## config.mk

```make
export PLATFORM = sky130hd
export DESIGN_NAME = wb_unit
export DESIGN_NICKNAME = d
export VERILOG_FILES = /design/src/rtl/wb_unit.sv
export SDC_FILE = /design/constraint.sdc
export NUM_CORES = 1
export LEC_CHECK = 0
export BUFFER_PORTS_ARGS = -buffer_cell sky130_fd_sc_hd__buf_4
export CAP_MARGIN = 10
export CORE_ASPECT_RATIO = 0.9
export CORE_MARGIN = 3
export CORE_UTILIZATION = 54
export CTS_CLUSTER_DIAMETER = 40
export CTS_CLUSTER_SIZE = 28
export DETAILED_ROUTE_END_ITERATION = 10
export HOLD_SLACK_MARGIN = 0.12
export PLACE_DENSITY_LB_ADDON = 0.1
export SETUP_SLACK_MARGIN = 0.05
export SLEW_MARGIN = 0
export SYNTH_ARGS = -nofsm -noshare
export SYNTH_HDL_FRONTEND = slang
export SYNTH_SLANG_ARGS = --single-unit
```

## constraint.sdc

```tcl
create_clock -name clk -period 2.83 [get_ports clk]
set_input_delay 0.4245 -clock clk [delete_from_list [all_inputs] [get_ports clk]]
set_output_delay 0.4245 -clock clk [all_outputs]
set_load 0.02 [all_outputs]
```

## src/rtl/wb_unit.sv

```systemverilog
// -----------------------------------------------------------------------------
// wb_unit -- writeback stage feeding the 32x32 register file write port.
//
// Accepts completed instructions from execute. Non-loads are written to the
// register file one cycle after acceptance. Loads wait for the data memory
// response, are sign/zero-extended according to funct3 and the low address
// bits, and are written one cycle after the response arrives. The pending
// write doubles as a forwarding source. A retired-instruction counter and two
// sticky error flags (misaligned/illegal load, load timeout) are maintained.
//
// Ports:
//   clk            clock, all state changes at posedge
//   reset          synchronous, active-high reset
//   ex_valid       execute presents an instruction
//   ex_ready       unit can accept (IDLE and not in reset)
//   ex_rd          destination register
//   ex_is_load     instruction is a load
//   ex_funct3      load type (LB/LH/LW/LBU/LHU)
//   ex_addr_lo     low two bits of the load byte address
//   ex_result      ALU result for non-loads
//   dmem_rvalid    load data valid this cycle
//   dmem_rdata     raw aligned 32-bit word from data memory
//   rd/we/wdata    registered register file write port
//   fwd_valid      same as we; rd/wdata usable for forwarding
//   err_misalign   sticky: misaligned or illegal-funct3 load seen
//   err_timeout    sticky: load response not received in time
//   retired        count of retired instructions (wraps)
// -----------------------------------------------------------------------------
module wb_unit #(
  parameter int LOAD_TIMEOUT = 16,  // 1..255 cycles in WAIT_LOAD before abort
  parameter int CNT_W        = 32
) (
  input  logic             clk,
  input  logic             reset,
  input  logic             ex_valid,
  output logic             ex_ready,
  input  logic [4:0]       ex_rd,
  input  logic             ex_is_load,
  input  logic [2:0]       ex_funct3,
  input  logic [1:0]       ex_addr_lo,
  input  logic [31:0]      ex_result,
  input  logic             dmem_rvalid,
  input  logic [31:0]      dmem_rdata,
  output logic [4:0]       rd,
  output logic             we,
  output logic [31:0]      wdata,
  output logic             fwd_valid,
  output logic             err_misalign,
  output logic             err_timeout,
  output logic [CNT_W-1:0] retired
);

  typedef enum logic [0:0] {
    S_IDLE      = 1'b0,
    S_WAIT_LOAD = 1'b1
  } state_t;

  localparam logic [2:0] F3_LB  = 3'b000;
  localparam logic [2:0] F3_LH  = 3'b001;
  localparam logic [2:0] F3_LW  = 3'b010;
  localparam logic [2:0] F3_LBU = 3'b100;
  localparam logic [2:0] F3_LHU = 3'b101;

  // Last counter value before abort: the load gets LOAD_TIMEOUT cycles.
  localparam logic [7:0] TMO_LAST = 8'(LOAD_TIMEOUT - 1);

  state_t      state_q, state_d;

  // Load context captured at acceptance.
  logic [4:0]  ld_rd_q;
  logic [2:0]  ld_funct3_q;
  logic [1:0]  ld_addr_q;
  logic        ld_discard_q;
  logic [7:0]  tmo_cnt_q;

  // Strobes from the control process to the datapath.
  logic        accept;
  logic        capture;
  logic        commit;
  logic [4:0]  commit_rd;
  logic [31:0] commit_data;
  logic        set_misalign;
  logic        set_timeout;
  logic        cnt_inc;

  logic        ld_bad;
  logic [31:0] ld_fmt;

  // Ready depends only on registered state and reset, never on ex_valid.
  assign ex_ready  = (state_q == S_IDLE) && !reset;
  assign accept    = ex_valid && ex_ready;
  assign fwd_valid = we;

  // ---------------------------------------------------------------------------
  // Legality of the load being offered by execute.
  // ---------------------------------------------------------------------------
  // NOTE: every signal written in an always_comb gets a default at the top of
  // the block, so no path leaves it unassigned and no latch is inferred.
  always_comb begin
    ld_bad = 1'b0;
    unique case (ex_funct3)
      F3_LB, F3_LBU: ld_bad = 1'b0;
      F3_LH, F3_LHU: ld_bad = ex_addr_lo[0];
      F3_LW:         ld_bad = (ex_addr_lo != 2'b00);
      default:       ld_bad = 1'b1;  // 011, 110, 111 are not loads
    endcase
  end

  // ---------------------------------------------------------------------------
  // Load data formatting from the captured funct3 / address lane.
  // ---------------------------------------------------------------------------
  logic [7:0]  lane_byte;
  logic [15:0] lane_half;

  always_comb begin
    lane_byte = dmem_rdata[7:0];
    unique case (ld_addr_q)
      2'd0: lane_byte = dmem_rdata[7:0];
      2'd1: lane_byte = dmem_rdata[15:8];
      2'd2: lane_byte = dmem_rdata[23:16];
      2'd3: lane_byte = dmem_rdata[31:24];
      default: lane_byte = dmem_rdata[7:0];
    endcase
    lane_half = ld_addr_q[1] ? dmem_rdata[31:16] : dmem_rdata[15:0];

    ld_fmt = dmem_rdata;
    unique case (ld_funct3_q)
      F3_LB:   ld_fmt = {{24{lane_byte[7]}}, lane_byte};
      F3_LBU:  ld_fmt = {24'h000000, lane_byte};
      F3_LH:   ld_fmt = {{16{lane_half[15]}}, lane_half};
      F3_LHU:  ld_fmt = {16'h0000, lane_half};
      default: ld_fmt = dmem_rdata;  // LW; discarded loads never reach here
    endcase
  end

  // ---------------------------------------------------------------------------
  // FSM: state register + next-state / strobe logic.
  // ---------------------------------------------------------------------------
  // NOTE: clocked blocks use non-blocking assignments so every register
  // samples pre-edge values regardless of statement or block ordering.
  always_ff @(posedge clk) begin
    if (reset) state_q <= S_IDLE;
    else       state_q <= state_d;
  end

  always_comb begin
    state_d      = state_q;
    capture      = 1'b0;
    commit       = 1'b0;
    commit_rd    = ld_rd_q;
    commit_data  = ld_fmt;
    set_misalign = 1'b0;
    set_timeout  = 1'b0;
    cnt_inc      = 1'b0;

    unique case (state_q)
      S_IDLE: begin
        // Stray dmem_rvalid in IDLE is deliberately ignored.
        if (accept) begin
          if (ex_is_load) begin
            capture = 1'b1;
            state_d = S_WAIT_LOAD;
          end else begin
            commit      = 1'b1;
            commit_rd   = ex_rd;
            commit_data = ex_result;
          end
        end
      end

      S_WAIT_LOAD: begin
        if (dmem_rvalid) begin
          // The response is consumed even for a discarded load so the
          // memory side stays in step.
          state_d = S_IDLE;
          if (ld_discard_q) set_misalign = 1'b1;
          else              commit       = 1'b1;
        end else if (tmo_cnt_q == TMO_LAST) begin
          set_timeout = 1'b1;
          state_d     = S_IDLE;
        end else begin
          cnt_inc = 1'b1;
        end
      end

      default: state_d = S_IDLE;
    endcase
  end

  // ---------------------------------------------------------------------------
  // Datapath: load context, write port, counters, sticky errors.
  // ---------------------------------------------------------------------------
  always_ff @(posedge clk) begin
    if (reset) begin
      ld_rd_q      <= '0;
      ld_funct3_q  <= '0;
      ld_addr_q    <= '0;
      ld_discard_q <= 1'b0;
      tmo_cnt_q    <= '0;
      rd           <= '0;
      we           <= 1'b0;
      wdata        <= '0;
      err_misalign <= 1'b0;
      err_timeout  <= 1'b0;
      retired      <= '0;
    end else begin
      // we is a single-cycle pulse per completion.
      we <= 1'b0;

      if (capture) begin
        ld_rd_q      <= ex_rd;
        ld_funct3_q  <= ex_funct3;
        ld_addr_q    <= ex_addr_lo;
        ld_discard_q <= ld_bad;
        tmo_cnt_q    <= '0;
      end else if (cnt_inc) begin
        tmo_cnt_q <= tmo_cnt_q + 8'd1;
      end

      if (commit) begin
        // x0 is never written, but the result still retires and the
        // address/data registers still update.
        rd      <= commit_rd;
        wdata   <= commit_data;
        we      <= (commit_rd != 5'd0);
        retired <= retired + CNT_W'(1);
      end

      if (set_misalign) err_misalign <= 1'b1;
      if (set_timeout)  err_timeout  <= 1'b1;
    end
  end

endmodule

```

[Word level (Yosys, flattened, before mapping)]
Index checks and enable logic that the tools add are counted.
Storage, ports and cells
  register bits: 92
  bits of input ports: 79
  output and inout port bits: 74
  logic and storage cells: 67
Cells by class
  add/sub/neg operators: 2
  equality and inequality tests: 11
  multiplexer cells: 28
  bitwise logic cells: 2
  reduce and logical (&&, ||, !) cells: 12
Operators with widths (number)
  $pmux W32 S4: 1
  $mux W32: 3
  $add A32 B1 Y32 const B: 1
  $pmux W8 S4: 1
  $mux W1: 16
  $mux W16: 1
  $mux W5: 3
  $eq A3 B3 Y1 const B: 4
  $add A8 B1 Y8 const B: 1
  $eq A8 B4 Y1 const B: 1
  $reduce_or A2 Y1: 4
  $eq A3 B1 Y1 const B: 2
  $logic_not A3 Y1: 2
  $reduce_bool A5 Y1: 1
  $eq A2 B2 Y1 const B: 2
  $pmux W1 S2: 2
  $eq A3 B2 Y1 const B: 1
  $pmux W1 S3: 1
  $eq A2 B1 Y1 const B: 1
  $logic_and A1 B1 Y1: 2
  $logic_not A2 Y1: 1
  $not A1 Y1: 2
  $reduce_bool A2 Y1: 1
  $logic_not A1 Y1: 1

[Logic depth before layout (Yosys ltp)]
Gate-level depths: netlist of the first run.
  depth after elaboration: 7
  mapped depth: 8
  depth with buffers taken out: 6

[Least setup slack after synthesis of the first run]
No wires, ideal clock.
  path type: input-to-reg
  start: input port reset
  end: register retired[8]
  setup time: 0.128 ns
  arrival time: 1.813 ns
  data required time: 2.702 ns
  slack: 0.889 ns
  stages on the path: 7
  buffers on the path: 2
  cell sequence: buf_6 > or4b_4 > buf_6 > a21boi_4 > and4_1 > xnor2_1 > nor2_1
Between the ends
  longest elaborated chain between the ends: 5
RTL lines
  start: declaration: line 34  | input logic reset,
  $logic_not A1 Y1: line 90  | assign ex_ready = (state_q == S_IDLE) && !reset;
  $logic_and A1 B1 Y1: line 90
  $logic_and A1 B1 Y1: line 91  | assign accept = ex_valid && ex_ready;
  $mux W1: line 159  | if (accept) begin
  $pmux W1 S2: line 156  | unique case (state_q)
  end signal: assignment: line 226  | retired <= retired + CNT_W'(1);
  end: declaration: line 50  | output logic [CNT_W-1:0] retired
Several ways; a longest one is shown, not always the timed one.
A chain may end at the register's enable or synchronous reset.

[Worst setup path in the final report of the first run]
  start: register ld_funct3_q[0]
  end: register wdata[7]
Between the ends
  longest elaborated chain between the ends: 5
  elaborated cells on any way between the ends: 8
  classes of those cells: 3 x eq/ne; 4 x mux; 1 x reduce/logical
RTL lines
  start: declaration: line 71  | logic [2:0] ld_funct3_q;
  start signal: assignment: line 212  | ld_funct3_q <= ex_funct3;
  $eq A3 B3 Y1 (tied with other cells): line 127  | unique case (ld_funct3_q)
  $pmux W32 S4 (*): line 127
  $mux W32: line 160  | if (ex_is_load) begin
  $mux W32: line 159
  $mux W32 (*): line 156
  end signal: assignment: line 224  | wdata <= commit_data;
  end: declaration: line 46  | output logic [31:0] wdata,
Mark *: on every way between the ends. The rest lies on a longest branch, timed or not.

==> results of run 1 <==
==> logic make-up after synthesis <==
kind of cell,count (synthesis),synth area share (%)
adder cells (fa/ha/maj),2,0.5676
AO/OA/AOI/OAI,125,19.02
flip-flops,92,41.78
XOR/XNOR,34,6.756
multiplexers,9,2.895
buffers and inverters,49,4.740
AND/OR/NAND/NOR,215,24.24
==> power by group through the flow <==
stage | Sequential (uW) | Combinational [uW] | Clock [uW]
2_1_floorplan | 1440 | 192 | 0
3_3_place_gp | 1410 | 426 | 0
3_5_place_dp | 1410 | 431 | 0
4_1_cts | 1380 | 433 | 1010
5_1_grt | 1390 | 474 | 1060
6_report | 1380 | 435 | 1000
==> worst paths after layout <==
kind                  start             end  slack, ns  depth (start not counted)
max reg2reg  ld_funct3_q[0]        wdata[7]       0.67                          4
max          ld_funct3_q[0]        wdata[7]       0.67                          4
min reg2reg  ld_funct3_q[2]  ld_funct3_q[2]       0.48                          2
min           ex_addr_lo[1]    ld_addr_q[1]       0.27                          3
==> per-stage QoR <==
step / total power, uW / util, %
global placement: 1833 / 71.88
global route: 2919 / 74.74
CTS: 2826 / 74.74
floorplan: 1636 / -
finish: 2815 / 74.74
detailed placement: 1840 / 71.88
==> registers in the layout, indices dropped and copies added, names as in the netlist <==
signal,flops
ld_rd_q,5
retired,32
rd,5
err_misalign,1
fwd_valid,1
ld_funct3_q,3
tmo_cnt_q,8
ld_addr_q,2
err_timeout,1
state_q,1
ld_discard_q,1
wdata,32
==> cell usage after synthesis, types with 3 or more instances <==
library cell	instances
buf_2	5
nor2b_1	4
nand4_1	13
nor2_1	50
o21ai_0	24
and2_1	3
or3_1	3
o221ai_1	8
xnor2_1	8
o22ai_1	24
dfxtp_1	92
nand3_1	21
a22oi_1	7
xor2_1	26
and4_1	8
inv_1	8
a221oi_1	7
nor3_1	10
mux4_2	3
clkbuf_1	31
a31oi_1	15
a21oi_1	11
nand2b_1	13
a211oi_1	21
or4_1	4
nand2_1	68
mux2i_1	6
and3_1	10
==> area by class of cell <==
class | instances | area [sq um]
Fill cell | 601 | 1953
Tap cell | 96 | 120.1
Inverter | 8 | 30.03
Clock inverter | 7 | 97.59
Sequential cell | 92 | 1842
Multi-Input combinational cell | 385 | 2357
Timing Repair Buffer | 161 | 1209
Clock buffer | 9 | 123.9
==> per-layer routing <==
| metal | vias to the layer above | global-route usage (%) |
|---|---|---|
| li1 | 2168 | - |
| met3 | 10 | 6.844 |
| met1 | 2086 | 35.90 |
| met5 | - | 0 |
| met2 | 181 | 42.97 |
| met4 | 0 | 5.648 |
==> critical path: cells and delay by family, from the launching register on <==
family          cells  cell delay, ns
mux                 2            0.77
flops               1            0.59
simple gates        1            0.55
compound gates      1            0.12
==> summary.txt, run 1 <==
Global routing
  • Overflow after GRT: 0
  • Total GRT Usage: 26.63%
  • Initial antenna violation count: 0
  • Pin count of the biggest net entering global routing: 65
  • Number of global-route vias before repair: 4086
  • Global-route wire length before repair: 20180 microns

STA
  • Fin Hold WS: 0.2701 ns
  • Minimum clock period: 2.160 ns
  • Final Hold Viols: 0
  • RSZ-0062 raised after global routing: no
  • Slew headroom: 55.24%
  • Slew Limit Fails: 0
  • Period utilization: 76.34%
  • Setup TNS: 0 ns
  • Setup Skew: 0.01419 ns
  • Final setup viols: 0
  • Worst-Margin Slew: 0.6694 ns
  • Fin worst setup slack: 0.6697 ns
  • Max Clk Rate: 0.4629 GHz

Worst setup path
  • Worst EP required: 3.06 ns
  • Crit path DAT: 2.39 ns
  • CP Cell Sequence: nand2b_1 -> mux4_2 -> mux2i_1 -> a2111oi_0
  • Slowest stage delay, CP: 0.59 ns
  • CP max-delay cell: dfxtp_1
  • Worst Setup Path Type: flop to flop
  • Critical Path Start Type: flop
  • CP Max Fanout: 15
  • CP Capture Type: flop

Clock tree
  • Setup Fix Bufs, Post-CTS: 0
  • Worst skew pair latency: 0.37 ns
  • CTS tree: yes
  • Clock slew seen by the registers of the worst setup and hold paths: 0.09 ns
  • Root buffer cell: clkbuf_8
  • Clock sinks: 92
  • CTS buffer count: 9
  • H-Tree Level Count: 3
  • Bufs on Longest Clock Path: 2
  • Cts hold-fix bufs: 0
  • PostCTS Resize Cnt: 0

Detailed routing
  • Drc violations: 0
  • Drt first pass iters: 5
  • Met3 WL: 1109 microns
  • DRT antenna net count: 0
  • WL/cell: 16.67 microns
  • Metal1 wirelength: 5365 microns
  • DR WL met2: 6049 microns
  • First DRT Iteration DRCs: 279
  • Final wirelength: 12640 microns
  • Top sig layer: met4
  • Vias per cell: 5.864
  • Vias after detailed routing: 4445

Logic synthesis
  • Syn Std Cell Area: 0.004408 sq mm
  • Most common flop cell mapped by yosys: dfxtp_1
  • Yosys top cell area share: 41.78%
  • Largest area contributor in the netlist: dfxtp_1
  • Area contributors post-synth: dfxtp_1 (42%), nand2_1 (5.8%), xor2_1 (5.2%), nor2_1 (4.3%), a211oi_1 (3.6%)
  • Synth warn: 0
  • EDFF count, synth: 0
  • Syn_area_per_cell: 8.380 sq um
  • Synth cell types: 45
  • Seq cells post-synth: 92
  • Post-synthesis sequential area ratio: 41.78%
  • Syn Nets: 607
  • Synth Instances: 526
  • Synth async-reset ratio: 0%

Finish
  • ANT cells: 0
  • Most frequent cells in the layout: buf_4 (161), dfxtp_1 (92), nand2_1 (68), nor2_1 (50), xor2_1 (26)
  • Commonest non-fill, non-tap cell in the layout: buf_4
  • Layout cell share with drive strength beyond 1: 27.95%
  • Syn-to-layout area delta: 31.11%
  • Final #Nets: 738
  • Cell area after layout: 0.005779 sq mm
  • Final non-filler cell total: 758

Run
  • Max Cap Violations: 0

Run status
  • Result of the run: finished, final reports clean

Floorplan
  • Die X: 101.2 microns
  • Die Span Y: 91.71 microns
  • Floorplan Core Area: 0.007732 sq mm
  • I/O pin count: 153
  • Starting Density: 57.01%
  • # rows: 30
  • Total die area: 0.009284 sq mm

Pwr
  • Switching Share: 27.21%
  • Clk network pwr share: 35.5%
  • Internal Power: 2049 uW
  • Total net switching power: 766.1 uW
  • Leak Pwr: 0.002367 uW
  • Cell Pwr Density: 487.2 mW/mm^2
  • Power share of the sequential group: 49.0%
  • Gate power share: 15.5%
  • Worst VDD drop: 303.3 uV

Worst hold path
  • Hold crit path type: primary input to flop

Placement
  • DP HPWL: 9400 microns
  • Dpl ws: 0.4868 ns
  • Number of buffers added on ports: 152
  • # placed instances: 742
  • Routability cong.: 0.9138
  • Placed cell area: 0.005558 sq mm
Note: power is estimated with default switching activity, not from simulation.
==> run 2: changes to the inputs <==
CORE_UTILIZATION = 50   (was 54)
clock period = 2 ns   (was 2.83 ns; I/O delays follow)
==> summary.txt, run 2 (synthesis results as in run 1) <==
Worst setup path
  • CP max-delay cell: or4b_4 (was dfxtp_1)
  • CP Cell Sequence: or4b_4 -> a21oi_2 -> nand2_1 -> or3_1 -> a21oi_1 (was nand2b_1 -> mux4_2 -> mux2i_1 -> a2111oi_0)
  • Crit path DAT: 2.13 ns (was 2.39 ns)
  • Top Family by Delay on Critical Path: simple AND/OR/NAND/NOR gates (was multiplexers)
  • CP Max Fanout: 5 (was 15)
  • Critical Path Start Type: flop (unchanged)
  • WP buf/inv: 0 (unchanged)
  • Worst Setup Path Type: flop to flop (unchanged)
  • Depth of the worst register-to-register path: 5 (was 4)
  • CP Capture Type: flop (unchanged)
  • Critical Path Stages: 5 (was 4)
  • Worst EP required: 2.29 ns (was 3.06 ns)
  • Slowest stage delay, CP: 0.58 ns (was 0.59 ns)

Finish
  • Layout cell share with drive strength beyond 1: 29.29% (was 27.95%)
  • Final #Nets: 752 (was 738)
  • Most frequent cells in the layout: buf_4 (175), dfxtp_1 (92), nand2_1 (68), nor2_1 (50), xor2_1 (26) (was buf_4 (161), dfxtp_1 (92), nand2_1 (68), nor2_1 (50), xor2_1 (26))
  • Post-layout util: 70.56% (was 74.74%)
  • Top flop regs: retired: 32 flops, wdata: 32 flops, tmo_cnt_q: 8 flops (unchanged)
  • Commonest non-fill, non-tap cell in the layout: buf_4 (unchanged)
  • ANT cells: 0 (unchanged)
  • Syn-to-layout area delta: 32.87% (was 31.11%)

Detailed routing
  • Vias per cell: 5.780 (was 5.864)
  • Drt first pass iters: 5 (unchanged)
  • Final wirelength: 13210 microns (was 12640 microns)
  • First DRT Iteration DRCs: 267 (was 279)
  • Drc violations: 0 (unchanged)
  • DRT antenna net count: 0 (unchanged)
  • Vias after detailed routing: 4572 (was 4445)
  • WL/cell: 16.69 microns (was 16.67 microns)

Clock tree
  • Clock slew seen by the registers of the worst setup and hold paths: 0.09 ns (about the same)
  • Cts hold-fix bufs: 0 (unchanged)
  • Root buffer cell: clkbuf_8 (unchanged)
  • Bufs on Longest Clock Path: 2 (unchanged)
  • Clock sinks: 92 (unchanged)
  • Setup Fix Bufs, Post-CTS: 0 (unchanged)
  • Worst skew pair latency: 0.36 ns (was 0.37 ns)
  • CTS buffer count: 9 (unchanged)
  • PostCTS Resize Cnt: 0 (unchanged)
  • H-Tree Level Count: 3 (unchanged)
  • CTS tree: yes (unchanged)

Pwr
  • Gate power share: 17.4% (was 15.5%)
  • Total net switching power: 1059 uW (was 766.1 uW)
  • Cell Pwr Density: 634.3 mW/mm^2 (was 487.2 mW/mm^2)
  • Internal Power: 2656 uW (was 2049 uW)
  • Power share of the sequential group: 52.3% (was 49.0%)
  • Clk network pwr share: 30.3% (was 35.5%)
  • Switching Share: 28.50% (was 27.21%)
  • Leak Pwr: 0.002408 uW (was 0.002367 uW)
  • Worst VDD drop: 452.5 uV (was 303.3 uV)

Placement
  • DP HPWL: 9792 microns (was 9400 microns)
  • Number of buffers added on ports: 152 (unchanged)
  • Routability cong.: 0.8806 (was 0.9138)

Global routing
  • Number of global-route vias before repair: 4342 (was 4086)
  • Initial antenna violation count: 0 (unchanged)
  • Overflow after GRT: 0 (unchanged)
  • Total GRT Usage: 25.91% (was 26.63%)
  • Pin count of the biggest net entering global routing: 87 (was 65)
  • Global-route wire length before repair: 21160 microns (was 20180 microns)

Floorplan
  • Floorplan Core Area: 0.008300 sq mm (was 0.007732 sq mm)
  • Starting Density: 53.11% (was 57.01%)
  • # rows: 31 (was 30)
  • Total die area: 0.009980 sq mm (was 0.009284 sq mm)
  • Die Span Y: 95.08 microns (was 91.71 microns)
  • I/O pin count: 153 (unchanged)
  • Die X: 105.0 microns (was 101.2 microns)

Worst hold path
  • Hold crit path type: primary input to flop (unchanged)
  • Hold depth: 3 (unchanged)

Run status
  • Result of the run: finished, final reports clean (unchanged)

STA
  • Final setup viols: 0 (unchanged)
  • Slew headroom: 42.31% (was 55.24%)
  • RSZ-0062 raised after global routing: yes (was no)
  • Slew Limit Fails: 0 (unchanged)
  • Setup Skew: 0.01229 ns (was 0.01419 ns)
  • Minimum clock period: 1.849 ns (was 2.160 ns)
  • Final Hold Viols: 0 (unchanged)
  • Setup TNS: 0 ns (unchanged)
  • Max Clk Rate: 0.5408 GHz (was 0.4629 GHz)
  • Period utilization: 92.45% (was 76.34%)
  • Worst-Margin Slew: 0.8654 ns (was 0.6694 ns)
  • Fin Hold WS: 0.1511 ns (was 0.2701 ns)

Run
  • Max Cap Violations: 0 (unchanged)
run 2: metrics by stage:
stage	total power [uW]	cell area [sq um]	setup WS [ns]	instances
floorplan	2314	4408	0.1395	526
global placement	2610	5687	0.08669	775
detailed placement	2625	5687	0.02296	775
CTS	3721	5856	0.1500	791
global route	3856	5857	0.02307	791
finish	3715	5857	0.1509	791
run 2: power groups by stage:
stage               sequential (uW)  combinational (uW)  clock [uW]
floorplan                      2040                 272           0
global placement               1980                 629           0
detailed placement             1980                 642           0
CTS                            1940                 643        1140
global route                   1950                 702        1200
finish                         1940                 648        1130
run 2: final timing paths:
check | startpoint | end | slack (ns)
setup reg to reg | state_q | retired[27] | 0.15
setup / recovery | state_q | retired[27] | 0.15
hold reg to reg | wdata[15] | wdata[15] | 0.47
hold / removal | ex_funct3[1] | ld_funct3_q[1] | 0.15
run 2: area by class of cell:
class	count	area [sq um]
sequential	92	1842
fill	740	2444
clock inverter	5	37.54
clock buffer	11	131.4
inverter	8	30.03
timing repair buffer	175	1314
multi-input combinational	385	2359
tap	115	143.9
run 2: worst reg2reg max path: cells and delay by family (launching register included):
family,cells,cell delay (ns)
flip-flops,1,0.33
AND/OR/NAND/NOR,3,1.09
AO/OA/AOI/OAI,2,0.35
run 2: metal layers:
layer | GRT usage, % | share of wire, %
met3 | 7.583 | 8.6
met4 | 7.541 | 1.6
met5 | 0 | 0
met1 | 34.11 | 44
met2 | 41.72 | 46
